`config.mk`:
```
export PLATFORM = sky130hd
export DESIGN_NAME = muldiv_seq
export DESIGN_NICKNAME = d
export VERILOG_FILES = /design/src/rtl/muldiv_seq.sv
export SDC_FILE = /design/constraint.sdc
export NUM_CORES = 1
export LEC_CHECK = 0
export ABC_AREA = 1
export BUFFER_PORTS_ARGS = -buffer_cell sky130_fd_sc_hd__buf_2
export CORE_MARGIN = 2
export CORE_UTILIZATION = 65
export CTS_CLUSTER_SIZE = 40
export DETAILED_ROUTE_END_ITERATION = 6
export GPL_TIMING_DRIVEN = 1
export HOLD_SLACK_MARGIN = 0.06
export PLACE_DENSITY = 0.86
export SKIP_CTS_REPAIR_TIMING = 1
export SLEW_MARGIN = 10
export SYNTH_ARGS = -nofsm -noshare
export SYNTH_HDL_FRONTEND = slang
export SYNTH_SLANG_ARGS = --single-unit
export TNS_END_PERCENT = 1
```
`constraint.sdc`:
```
create_clock -name clk -period 8.4 [get_ports clk]
set_input_delay 0.84 -clock clk [delete_from_list [all_inputs] [get_ports clk]]
set_output_delay 0.84 -clock clk [all_outputs]
set_load 0.005 [all_outputs]
```
`src/rtl/muldiv_seq.sv`:
```
// Iterative MULT/MULTU/DIV/DIVU sequencer owning HI/LO: one shift/add-subtract step per cycle,
// with sign pre/post correction around an unsigned core and a stall request toward the hazard unit.
module muldiv_seq #(
  parameter int WIDTH = 32
) (
  input  logic             clk,
  input  logic             rst,
  input  logic             start,
  input  logic [1:0]       op,
  input  logic [WIDTH-1:0] src_a,
  input  logic [WIDTH-1:0] src_b,
  input  logic             abort,
  input  logic             hilo_rd,
  output logic             busy,
  output logic             stall,
  output logic             done,
  output logic [WIDTH-1:0] hi,
  output logic [WIDTH-1:0] lo
);

  localparam int CW = $clog2(WIDTH + 1);
  localparam logic [CW-1:0] CNT_LAST = CW'(WIDTH - 1);

  typedef enum logic [1:0] {
    S_IDLE  = 2'd0,
    S_PREP  = 2'd1,
    S_RUN   = 2'd2,
    S_FIXUP = 2'd3
  } state_t;

  state_t           state_q;
  logic             busy_q, done_q;
  logic [WIDTH-1:0] hi_q, lo_q;
  logic [CW-1:0]    cnt_q;
  logic [1:0]       op_q;
  logic [WIDTH-1:0] a_q;    // raw dividend, kept for the divide-by-zero result
  logic [WIDTH-1:0] b_q;    // raw src_b, then |b| (multiplicand / divisor)
  logic [WIDTH-1:0] rem_q;  // product high half / partial remainder
  logic [WIDTH-1:0] quo_q;  // multiplier -> product low half / dividend -> quotient
  logic             neg_q, rneg_q, dz_q;

  logic               sa, sb, div_zero;
  logic [WIDTH:0]     shifted, opx;
  logic [WIDTH-1:0]   addend;
  logic [WIDTH+1:0]   opy, alu;
  logic [WIDTH-1:0]   rem_d, quo_d;
  logic [2*WIDTH-1:0] prod;
  logic [WIDTH-1:0]   fix_hi, fix_lo;

  function automatic logic [WIDTH-1:0] cneg_w(input logic [WIDTH-1:0] x, input logic en);
    return en ? -x : x;
  endfunction

  function automatic logic [2*WIDTH-1:0] cneg_2w(input logic [2*WIDTH-1:0] x, input logic en);
    return en ? -x : x;
  endfunction

  // op[0]==0 selects the signed variants (MULT, DIV)
  assign sa       = ~op_q[0] & a_q[WIDTH-1];
  assign sb       = ~op_q[0] & b_q[WIDTH-1];
  assign div_zero = op_q[1] && (b_q == '0);

  // Shared adder: divide computes shifted - divisor (borrow in top bit), multiply adds the
  // multiplicand into the high half when the current multiplier bit is set.
  always_comb begin
    shifted = {rem_q, quo_q[WIDTH-1]};
    addend  = quo_q[0] ? b_q : '0;
    opx     = op_q[1] ? shifted : {1'b0, rem_q};
    opy     = op_q[1] ? ~{2'b00, b_q} : {2'b00, addend};
    alu     = {1'b0, opx} + opy + {{(WIDTH+1){1'b0}}, op_q[1]};
    if (op_q[1]) begin
      if (alu[WIDTH+1]) begin
        rem_d = shifted[WIDTH-1:0];
        quo_d = {quo_q[WIDTH-2:0], 1'b0};
      end else begin
        rem_d = alu[WIDTH-1:0];
        quo_d = {quo_q[WIDTH-2:0], 1'b1};
      end
    end else begin
      rem_d = alu[WIDTH:1];
      quo_d = {alu[0], quo_q[WIDTH-1:1]};
    end
  end

  always_comb begin
    prod   = cneg_2w({rem_q, quo_q}, neg_q);
    fix_hi = prod[2*WIDTH-1:WIDTH];
    fix_lo = prod[WIDTH-1:0];
    if (dz_q) begin
      fix_hi = a_q;
      fix_lo = '1;
    end else if (op_q[1]) begin
      fix_hi = cneg_w(rem_q, rneg_q);
      fix_lo = cneg_w(quo_q, neg_q);
    end
  end

  always_ff @(posedge clk) begin
    if (!rst) begin
      state_q <= S_IDLE;
      busy_q  <= 1'b0;
      done_q  <= 1'b0;
      hi_q    <= '0;
      lo_q    <= '0;
      cnt_q   <= '0;
      op_q    <= '0;
      a_q     <= '0;
      b_q     <= '0;
      rem_q   <= '0;
      quo_q   <= '0;
      neg_q   <= 1'b0;
      rneg_q  <= 1'b0;
      dz_q    <= 1'b0;
    end else begin
      done_q <= 1'b0;
      unique case (state_q)
        S_IDLE: begin
          if (start && !abort) begin
            op_q    <= op;
            a_q     <= src_a;
            b_q     <= src_b;
            busy_q  <= 1'b1;
            state_q <= S_PREP;
          end
        end
        S_PREP: begin
          if (abort) begin
            busy_q  <= 1'b0;
            state_q <= S_IDLE;
          end else begin
            quo_q   <= cneg_w(a_q, sa);
            b_q     <= cneg_w(b_q, sb);
            rem_q   <= '0;
            neg_q   <= sa ^ sb;
            rneg_q  <= sa;
            dz_q    <= div_zero;
            cnt_q   <= CNT_LAST;
            state_q <= div_zero ? S_FIXUP : S_RUN;
          end
        end
        S_RUN: begin
          if (abort) begin
            busy_q  <= 1'b0;
            state_q <= S_IDLE;
          end else begin
            rem_q <= rem_d;
            quo_q <= quo_d;
            if (cnt_q == '0) state_q <= S_FIXUP;
            else             cnt_q   <= cnt_q - CW'(1);
          end
        end
        S_FIXUP: begin
          busy_q  <= 1'b0;
          state_q <= S_IDLE;
          if (!abort) begin
            hi_q   <= fix_hi;
            lo_q   <= fix_lo;
            done_q <= 1'b1;
          end
        end
        default: begin
          busy_q  <= 1'b0;
          state_q <= S_IDLE;
        end
      endcase
    end
  end

  assign busy  = busy_q;
  assign done  = done_q;
  assign hi    = hi_q;
  assign lo    = lo_q;
  assign stall = busy_q & (start | hilo_rd);

endmodule
```
Word-level counts from Yosys, hierarchy flattened. Cells that the tools add are included.

Register bits after elaboration: 207. Output and inout bits: 67.

Add/subtract/negate cells: 8. Equal/unequal tests: 10. Mux-type cells: 39. Bitwise logic cells: 8. Reductions and logical operators: 18.

Operator list (number): $mux W32 (18); $pmux W32 S2 (3); $neg A32 Y32 (4); $mux W64 (1); $neg A64 Y64 (1); $add A33 B34 Y34 (1); $add A34 B1 Y34 (1); $mux W34 (1); $not A32 Y34 (1); $mux W33 (1); $logic_not A32 Y1 (1); $mux W6 (3); $pmux W6 S2 (1); $reduce_and A2 Y1 (6); $ne A2 B2 Y1 const B (5); $mux W2 (4); $pmux W2 S4 (1); $reduce_and A4 Y1 (2); $logic_not A6 Y1 (1); $sub A6 B1 Y6 const B (1); $mux W1 (5); $eq A2 B2 Y1 const B (2); $reduce_bool A2 Y1 (2); $and A1 B1 Y1 (3); 12 further kinds (14).

Depth between registers and ports, before layout. Gate-level depths: netlist (run 1).

Word-level depth: 8. Depth in mapped cells: 24. Depth with buffers taken out: 21.

Worst setup path after synthesis (run 1). OpenSTA, ideal clock, no wires.

Path type: register -> register. Start point: register op_q[1]. End point: register rem_q[28]. Data arrival time: 2967 ps. Path slack: 5366 ps. Stages on the path, launching flop included: 25. Buffers on the path: 3. Cells stage by stage: dfxtp_1 -> buf_2 -> inv_1 -> buf_2 -> buf_1 -> nor2_1 -> a21oi_1 -> inv_1 -> fa_1 -> inv_1 -> fa_1 -> nand3_1 -> nand3_1 -> nand2_1 -> nand2_1 -> nand2_1 -> nand2_1 -> nand2_1 -> nand2_1 -> nand2_1 -> nand2_1 -> nand2_1 -> nand2_1 -> nand2_1 -> a21oi_2.

Cells in the longest elaborated chain, start to end: 7.

RTL lines: start: declaration (line 35) `logic [1:0] op_q;`; start signal: assignment (line 119) `op_q <= op;`; $mux W33 or $mux W34 (tied branches) (line 68, 69); $add A33 B34 Y34 (line 70) `alu = {1'b0, opx} + opy + {{(WIDTH+1){1'b0}}, op_q[1]};`; $add A34 B1 Y34 (line 70); $mux W32 (line 72) `if (alu[WIDTH+1]) begin`; $mux W32 (*) (line 71) `if (op_q[1]) begin`; $mux W32 (*) (line 142) `if (abort) begin`; $pmux W32 S2 (*) (line 116) `unique case (state_q)`; end signal: assignment (line 146) `rem_q <= rem_d;`; end: declaration (line 38) `logic [WIDTH-1:0] rem_q;`.

Mark *: on every way between the ends. The rest lies on a longest branch, timed or not. The select of a mux whose other input is x is not followed. A chain may end at the register's enable or synchronous reset.

Worst setup path after layout (run 1).
Start point: register op_q[1]. End point: register rem_q[30].

The elaborated chain is that of the path after synthesis.

==> key figures, run 1 <==
Clock tree
  • Buffer depth of the longest clock path: 3
  • CTS Buf Count: 24
  • Worst-path clk slew: 0.07 ns
  • Sink Count: 207
  • Clock Latency Late Sink: 0.54 ns
  • Root buf cell: clkbuf_16
  • CTS tree: yes
  • H-tree Lvls: 1

Setup path
  • WP data arrival: 5.46 ns
  • Slowest cell on crit path: nand2_1
  • Worst r2r src: op_q[1]
  • Critical path data required time: 8.76 ns
  • FF-to-FF setup slack: 3.31 ns
  • Critical R2R Capture: rem_q[30]
  • Cell mode on critical path: nand2_1
  • CP cell instances: inv_2, nand2_1, o21ai_0, ha_1, nand3_1, nor2_2, nand2_1, a21oi_2, nor2_4, nand2_8, inv_2, o21ai_1, nand2_1, nand2_1, a21oi_1
  • Startpoint types: register
  • Crit. End Element: register
  • Kind of critical path: register to register
  • Crit Path Max Fanout: 96
  • Reg2Reg Depth: 15
  • Worst path max stage delay: 0.99 ns
  • Crit path buffers/inverters: 2
  • Cell family with most CP delay: simple AND/OR/NAND/NOR gates

Timing
  • Fin worst setup slack: 3.31 ns
  • Worst slew margin: 22.7%
  • FMAX: 196 MHz
  • Clock skew: 0.00904 ns
  • Final setup viols: 0
  • Tmin final: 5.09 ns
  • Fin. Hold Viols: 0
  • Final cycle utilization of the critical path: 60.6%
  • Fin Setup TNS: 0 ns
  • RSZ-0062 raised after global routing: no
  • Worst-Margin Slew: 1.16 ns
  • Slew Viols, Final: 0

GRT
  • Number of global-route vias before repair: 18200
  • First-pass GRT wire length: 94.7 mm
  • Gr usage total: 44.2%
  • Initial antenna violation count: 0
  • Gr ovfl total: 0
  • Largest net degree at the start of global routing: 106

Cells and area
  • Commonest non-fill, non-tap cell in the layout: nand2_1
  • Finished Layout Cells: 3300
  • Fill cells: 2232
  • Final Net Count: 3070
  • Most frequent cells in the layout: nand2_1, nor2_1, inv_1
  • Ant diodes: 0
  • Share of layout cells above drive strength 1: 9.66%
  • Area delta synth->final: 8.35%

Hold path
  • Worst Hold Class: register to register
  • Hold Path Cell Cnt: 2
  • Hold_sp: hi[21]
  • Hold path endpoint: hi[21]

Routing
  • Routed vias: 20100
  • DR DRC count: 9
  • Post-route ant nets: 0
  • Vias per Instance: 6.10
  • Routed WL: 61.4 mm
  • Drt pass-1 iters: 7
  • WL per Instance: 18.6 um
  • Initial drt markers: 2713

Synth
  • Net Count, Synth: 3034
  • Post-Syn Instances: 2919
  • #FFs+latches synth: 207
  • Seq/Total Area, Yosys: 24.5%
  • Post-synth EDFFs: 0
  • Ys flop type: dfxtp_1
  • Synth cell types: 46
  • Synth async-reset ratio: 0%
  • Synth Cell Area: 16900 um^2
  • Ys Warns: 0
  • Largest area contributor in the netlist: dfxtp_1
  • Post-synth top area share: 24.5%
  • Ranking of synthesized cells by area: dfxtp_1, nand2_1, a21oi_1
  • Syn avg cell area: 5.78 um^2

Pwr
  • Maximum vdd ir drop: 0.000442 V
  • P_leak: 9.11 nW
  • PwrDens: 358 nW/um^2

Placed design
  • Port Buf Inserts: 137
  • Final HPWL DP: 45.1 mm
  • Worst slack at placement: 3.50 ns
  • Cells after DPL: 3259
  • GP Congestion: 1.06

Floorplanning
  • FP Rows: 58
  • Core area: 25300 um^2
  • Chip height: 165 um
  • Initial Util: 66.7%
  • Ports: 138
  • Die Width: 165 um
  • Full die area: 27300 um^2

Status
  • Status: finished, violations left
  • Failing checks: design-rule violations

Flow run
  • MaxCap Viol Count: 0
-- metrics by stage --
stage	hold slack [ns]	utilization, %	cell area [um^2]	total power [mW]
6_report	0.461	72.2	18300	6.55
5_1_grt	0.487	72.2	18300	7.00
4_1_cts	0.463	72.2	18300	6.37
3_5_place_dp	0.454	69.1	17500	5.28
3_3_place_gp	0.451	69.1	17500	5.19
2_1_floorplan	0.444	-	16900	4.29
-- sequential cells by signal, summed over array words and instances, names as in the netlist --
name	cells
op_q	2
rneg_q	1
done	1
b_q	32
hi	32
cnt_q	6
a_q	32
busy	1
neg_q	1
lo	32
rem_q	32
quo_q	32
dz_q	1
state_q	2
-- area by class of cell --
cell class	instances	area, um^2	area share [%]
multi-input cells	2233	10900	59.5
flip-flops and latches	207	4150	22.7
inverters	338	1270	6.93
repair buffers	151	791	4.32
clock buffers	29	639	3.49
well taps	330	413	2.26
clock inverters	12	159	0.869
-- layer usage --
layer / vias to the layer above / track usage (%) / wire (um)
li1: 9605 / - / -
met1: 8946 / 52.9 / 22900
met2: 1250 / 69.8 / 26900
met3: 313 / 9.09 / 6080
met4: 0 / 33.3 / 5500
met5: - / 0 / 0
-- Yosys cell counts (4+ instances only) --
master and count:
a21oi_2 4, dfxtp_1 207, nand2_2 10, nand3b_1 6
o21ai_1 26, nor2_2 18, nand2_1 812, a31oi_1 30
nor2_1 322, inv_2 14, o221ai_1 25, o21ai_2 11
nor4_1 7, o21ai_0 182, inv_1 323, nand3_2 6
buf_1 20, buf_6 4, a221oi_1 12, nand4_1 31
or2_2 13, ha_1 42, nor2_4 9, xnor2_1 10
xor2_1 45, buf_2 24, clkbuf_1 92, o211ai_1 17
nor3_1 22, o21bai_1 4, a21oi_1 315, nand3_1 237
-- power breakdown --
| part | internal [mW] | total [mW] | switching (mW) |
|---|---|---|---|
| registers | 1.18 | 1.53 | 0.348 |
| clock network | 0.635 | 1.09 | 0.453 |
| logic | 1.19 | 3.94 | 2.75 |
| total | 3.01 | 6.55 | 3.55 |
-- worst register-to-register path: cells and delay by family, from the launching register on --
kind / cells / cell delay, ns
fa+ha+maj: 1 / 0.52
compound gates: 4 / 0.85
simple gates: 8 / 1.86
flops: 1 / 0.96
buf+inv: 2 / 0.72
-- cell families after synthesis --
family                   share of synthesized area (%)
AND/OR/NAND/NOR                                   37.8
XOR/XNOR                                          2.85
buffers and inverters                             11.1
AO/OA/AOI/OAI                                     20.4
flip-flops                                        24.5
adder cells (fa/ha/maj)                           3.35
-- worst max-delay path by stage --
stage          depth (start not counted)    start   endpoint
6_report                              15  op_q[1]  rem_q[30]
5_1_grt                               15  op_q[1]  rem_q[30]
4_1_cts                               15  op_q[1]  rem_q[30]
3_5_place_dp                          15  op_q[1]  rem_q[30]
3_3_place_gp                          15  op_q[1]  rem_q[27]
2_1_floorplan                         24  op_q[1]  rem_q[28]
Note: power is estimated with default switching activity, not from simulation.
==> inputs of run 2 (changes only) <==
--- a/config.mk
+++ b/config.mk
@@ -8,12 +8,12 @@
 export ABC_AREA = 1
 export BUFFER_PORTS_ARGS = -buffer_cell sky130_fd_sc_hd__buf_2
 export CORE_MARGIN = 2
-export CORE_UTILIZATION = 65
+export CORE_UTILIZATION = 56
 export CTS_CLUSTER_SIZE = 40
 export DETAILED_ROUTE_END_ITERATION = 6
 export GPL_TIMING_DRIVEN = 1
 export HOLD_SLACK_MARGIN = 0.06
-export PLACE_DENSITY = 0.86
+export PLACE_DENSITY = 0.78
 export SKIP_CTS_REPAIR_TIMING = 1
 export SLEW_MARGIN = 10
 export SYNTH_ARGS = -nofsm -noshare
==> constraint.sdc (replaced) <==
create_clock -name clk -period 4.6 [get_ports clk]
set_input_delay 0.46 -clock clk [delete_from_list [all_inputs] [get_ports clk]]
set_output_delay 0.46 -clock clk [all_outputs]
set_load 0.005 [all_outputs]
==> run 2 against run 1 <==
The run now ends clean. Routed wire length is 3.8% higher. Clock skew is 0.012 ns higher. Via count is 1.1% lower. Combinational power is 85% higher. Hold slack worse by 0.26 ns. Non-clock buffer count is 3 higher. Sequential power is 78% higher. Critical path depth is 1 higher. Setup slack worse by 2.5 ns. Global-route usage is 5.0 points lower. Largest power group unchanged.
==> key figures, run 2 (synthesis results as in run 1) <==
Routing
  • Post-route ant nets: 0 (unchanged)
  • DR DRC count: 0 (-9)
  • Drt pass-1 iters: 7 (unchanged)
  • Initial drt markers: 2178 (-20%)
  • Vias per Instance: 5.92 (-2.9%)
  • Routed WL: 63.7 mm (+3.8%)
  • WL per Instance: 18.9 um (+1.8%)
  • Routed vias: 19900 (-1.1%)

Floorplanning
  • Ports: 138 (unchanged)
  • Full die area: 31600 um^2 (+16%)
  • Die Width: 178 um (+7.5%)
  • Chip height: 178 um (+7.5%)
  • Core area: 29600 um^2 (+17%)
  • FP Rows: 63 (+8.6%)
  • Initial Util: 57.0% (-9.7 points)

Timing
  • Final cycle utilization of the critical path: 82.7% (+22 points)
  • Final setup viols: 0 (unchanged)
  • Tmin final: 3.80 ns (-1.29 ns)
  • Fin. Hold Viols: 0 (unchanged)
  • Fin Setup TNS: 0 ns (unchanged)
  • Clock skew: 0.0206 ns (+0.0116 ns)
  • Hold slack: 0.206 ns (-0.255 ns)
  • Worst-Margin Slew: 1.18 ns (+0.0223 ns)
  • FMAX: 263 MHz (+34%)
  • RSZ-0062 raised after global routing: no
  • Slew Viols, Final: 0 (unchanged)
  • Worst slew margin: 21.3% (-1.4 points)

Pwr
  • Flop pwr share: 22.6% (-0.7 points)
  • PwrDens: 655 nW/um^2 (+83%)
  • Sw Ratio: 53.8% (-0.39 points)
  • Sw power: 6.48 mW (+83%)
  • Internal: 5.57 mW (+85%)
  • Maximum vdd ir drop: 0.000413 V (-6.5%)
  • P_leak: 9.15 nW (+0.35%)
  • Comb pwr share: 60.5% (+0.4 points)
  • Clock network power share: 16.9% (+0.3 points)

GRT
  • First-pass GRT wire length: 97.5 mm (+3.0%)
  • Gr usage total: 39.2% (-5.0 points)
  • Largest net degree at the start of global routing: 105 (-0.94%)
  • Initial antenna violation count: 0 (unchanged)
  • Gr ovfl total: 0 (unchanged)
  • Number of global-route vias before repair: 18000 (-1.0%)

Placed design
  • Final HPWL DP: 48.1 mm (+6.8%)
  • Placed cell area: 17600 um^2 (+0.56%)
  • GP Congestion: 1.06 (+0.42%)
  • Port Buf Inserts: 137 (unchanged)

Clock tree
  • Root buf cell: clkbuf_16
  • Clock Latency Late Sink: 0.53 ns (about the same)
  • H-tree Lvls: 1 (unchanged)
  • Sink Count: 207 (unchanged)
  • Worst-path clk slew: 0.06 ns (about the same)
  • CTS tree: yes
  • Buffer depth of the longest clock path: 3 (unchanged)
  • CTS Buf Count: 23 (-4.2%)

Setup path
  • Crit. End Element: register
  • Critical R2R Capture: rem_q[24]
  • FF-to-FF setup slack: 0.80 ns (-2.51 ns)
  • Startpoint types: register
  • Reg2Reg Depth: 16 (+1)
  • WP data arrival: 4.23 ns (-1.23 ns)
  • Worst r2r src: op_q[1]
  • Critical path data required time: 5.03 ns (-3.73 ns)
  • Crit Path Max Fanout: 50 (-48%)
  • Kind of critical path: register to register

Hold path
  • Hold path endpoint: a_q[21]
  • Worst Hold Class: input port to register
  • Hold Path Cell Cnt: 3 (+1)
  • Hold_sp: src_a[21]

Cells and area
  • Fin util: 62.1% (-10 points)
  • Most frequent cells in the layout: nand2_1, nor2_1, inv_1
  • Fill cells: 2999 (+34%)
  • Area delta synth->final: 9.02%
  • Commonest non-fill, non-tap cell in the layout: nand2_1
  • Fin area: 18400 um^2 (+0.62%)
  • Final Net Count: 3072 (+0.065%)
  • Share of layout cells above drive strength 1: 9.75% (+0.091 points)
  • Ant diodes: 0 (unchanged)

Status
  • Status: finished clean

Flow run
  • MaxCap Viol Count: 0 (unchanged)
run 2: cell count changes in the layout (fill, tap and decap cells not counted), sizes merged:
cell / previous run / this run
inv: 338 / 339
clkbuf: 29 / 28
clkinvlp: 2 / 0
buf: 151 / 154
bufinv: 3 / 5
run 2: power groups by stage:
stage / clock network, mW / registers [mW] / logic (mW)
2_1_floorplan: 0 / 2.48 / 5.35
6_report: 2.04 / 2.73 / 7.29
3_3_place_gp: 0 / 2.72 / 6.96
3_5_place_dp: 0 / 2.73 / 7.04
4_1_cts: 2.04 / 2.70 / 7.09
5_1_grt: 2.11 / 2.76 / 8.08
run 2: cell type report:
class	instances	area, um^2	share of cell area [%]
Sequential cell	207	4150	22.5
Multi-Input combinational cell	2233	10900	59.1
Clock buffer	28	614	3.34
Clock inverter	13	199	1.08
Timing Repair Buffer	154	813	4.42
Inverter	338	1270	6.89
Tap cell	390	488	2.65
run 2: worst max-delay path by stage:
stage,start,endpoint,slack (ns),cells past startpoint
floorplan,op_q[1],rem_q[28],1.57,24
global placement,op_q[1],rem_q[24],0.94,16
detailed placement,op_q[1],rem_q[24],0.92,16
CTS,op_q[1],rem_q[24],0.90,16
global route,op_q[1],rem_q[24],0.60,16
finish,op_q[1],rem_q[24],0.80,16
run 2: per-layer routing:
metal	vias up	share of wire [%]	global-route usage [%]	wire, um
met4	0	7.4	25.5	4720
li1	9621	-	-	-
met3	235	7.9	5.14	5050
met5	-	0	0	0
met1	8981	39	48.2	24700
met2	1057	46	64.3	29200
run 2: per-stage QoR:
step	worst slack, ns	total power, mW	std cells
floorplan	1.57	7.83	2919
global placement	0.945	9.69	3322
detailed placement	0.922	9.77	3322
CTS	0.902	11.8	3363
global route	0.598	12.9	3363
finish	0.797	12.1	3363
run 2: worst max-delay path, cell delays in order, from the launching register on:
cell	delay, ns
dfxtp_4	0.44
inv_2	0.22
buf_4	0.49
nor2_1	0.13
a21oi_1	0.35
ha_1	0.37
nand2_2	0.15
inv_2	0.05
a21oi_1	0.24
a21oi_2	0.11
nor2_4	0.22
nand2_8	0.22
inv_2	0.27
o21ai_0	0.13
nand2_1	0.09
nand2_1	0.05
a21oi_1	0.13
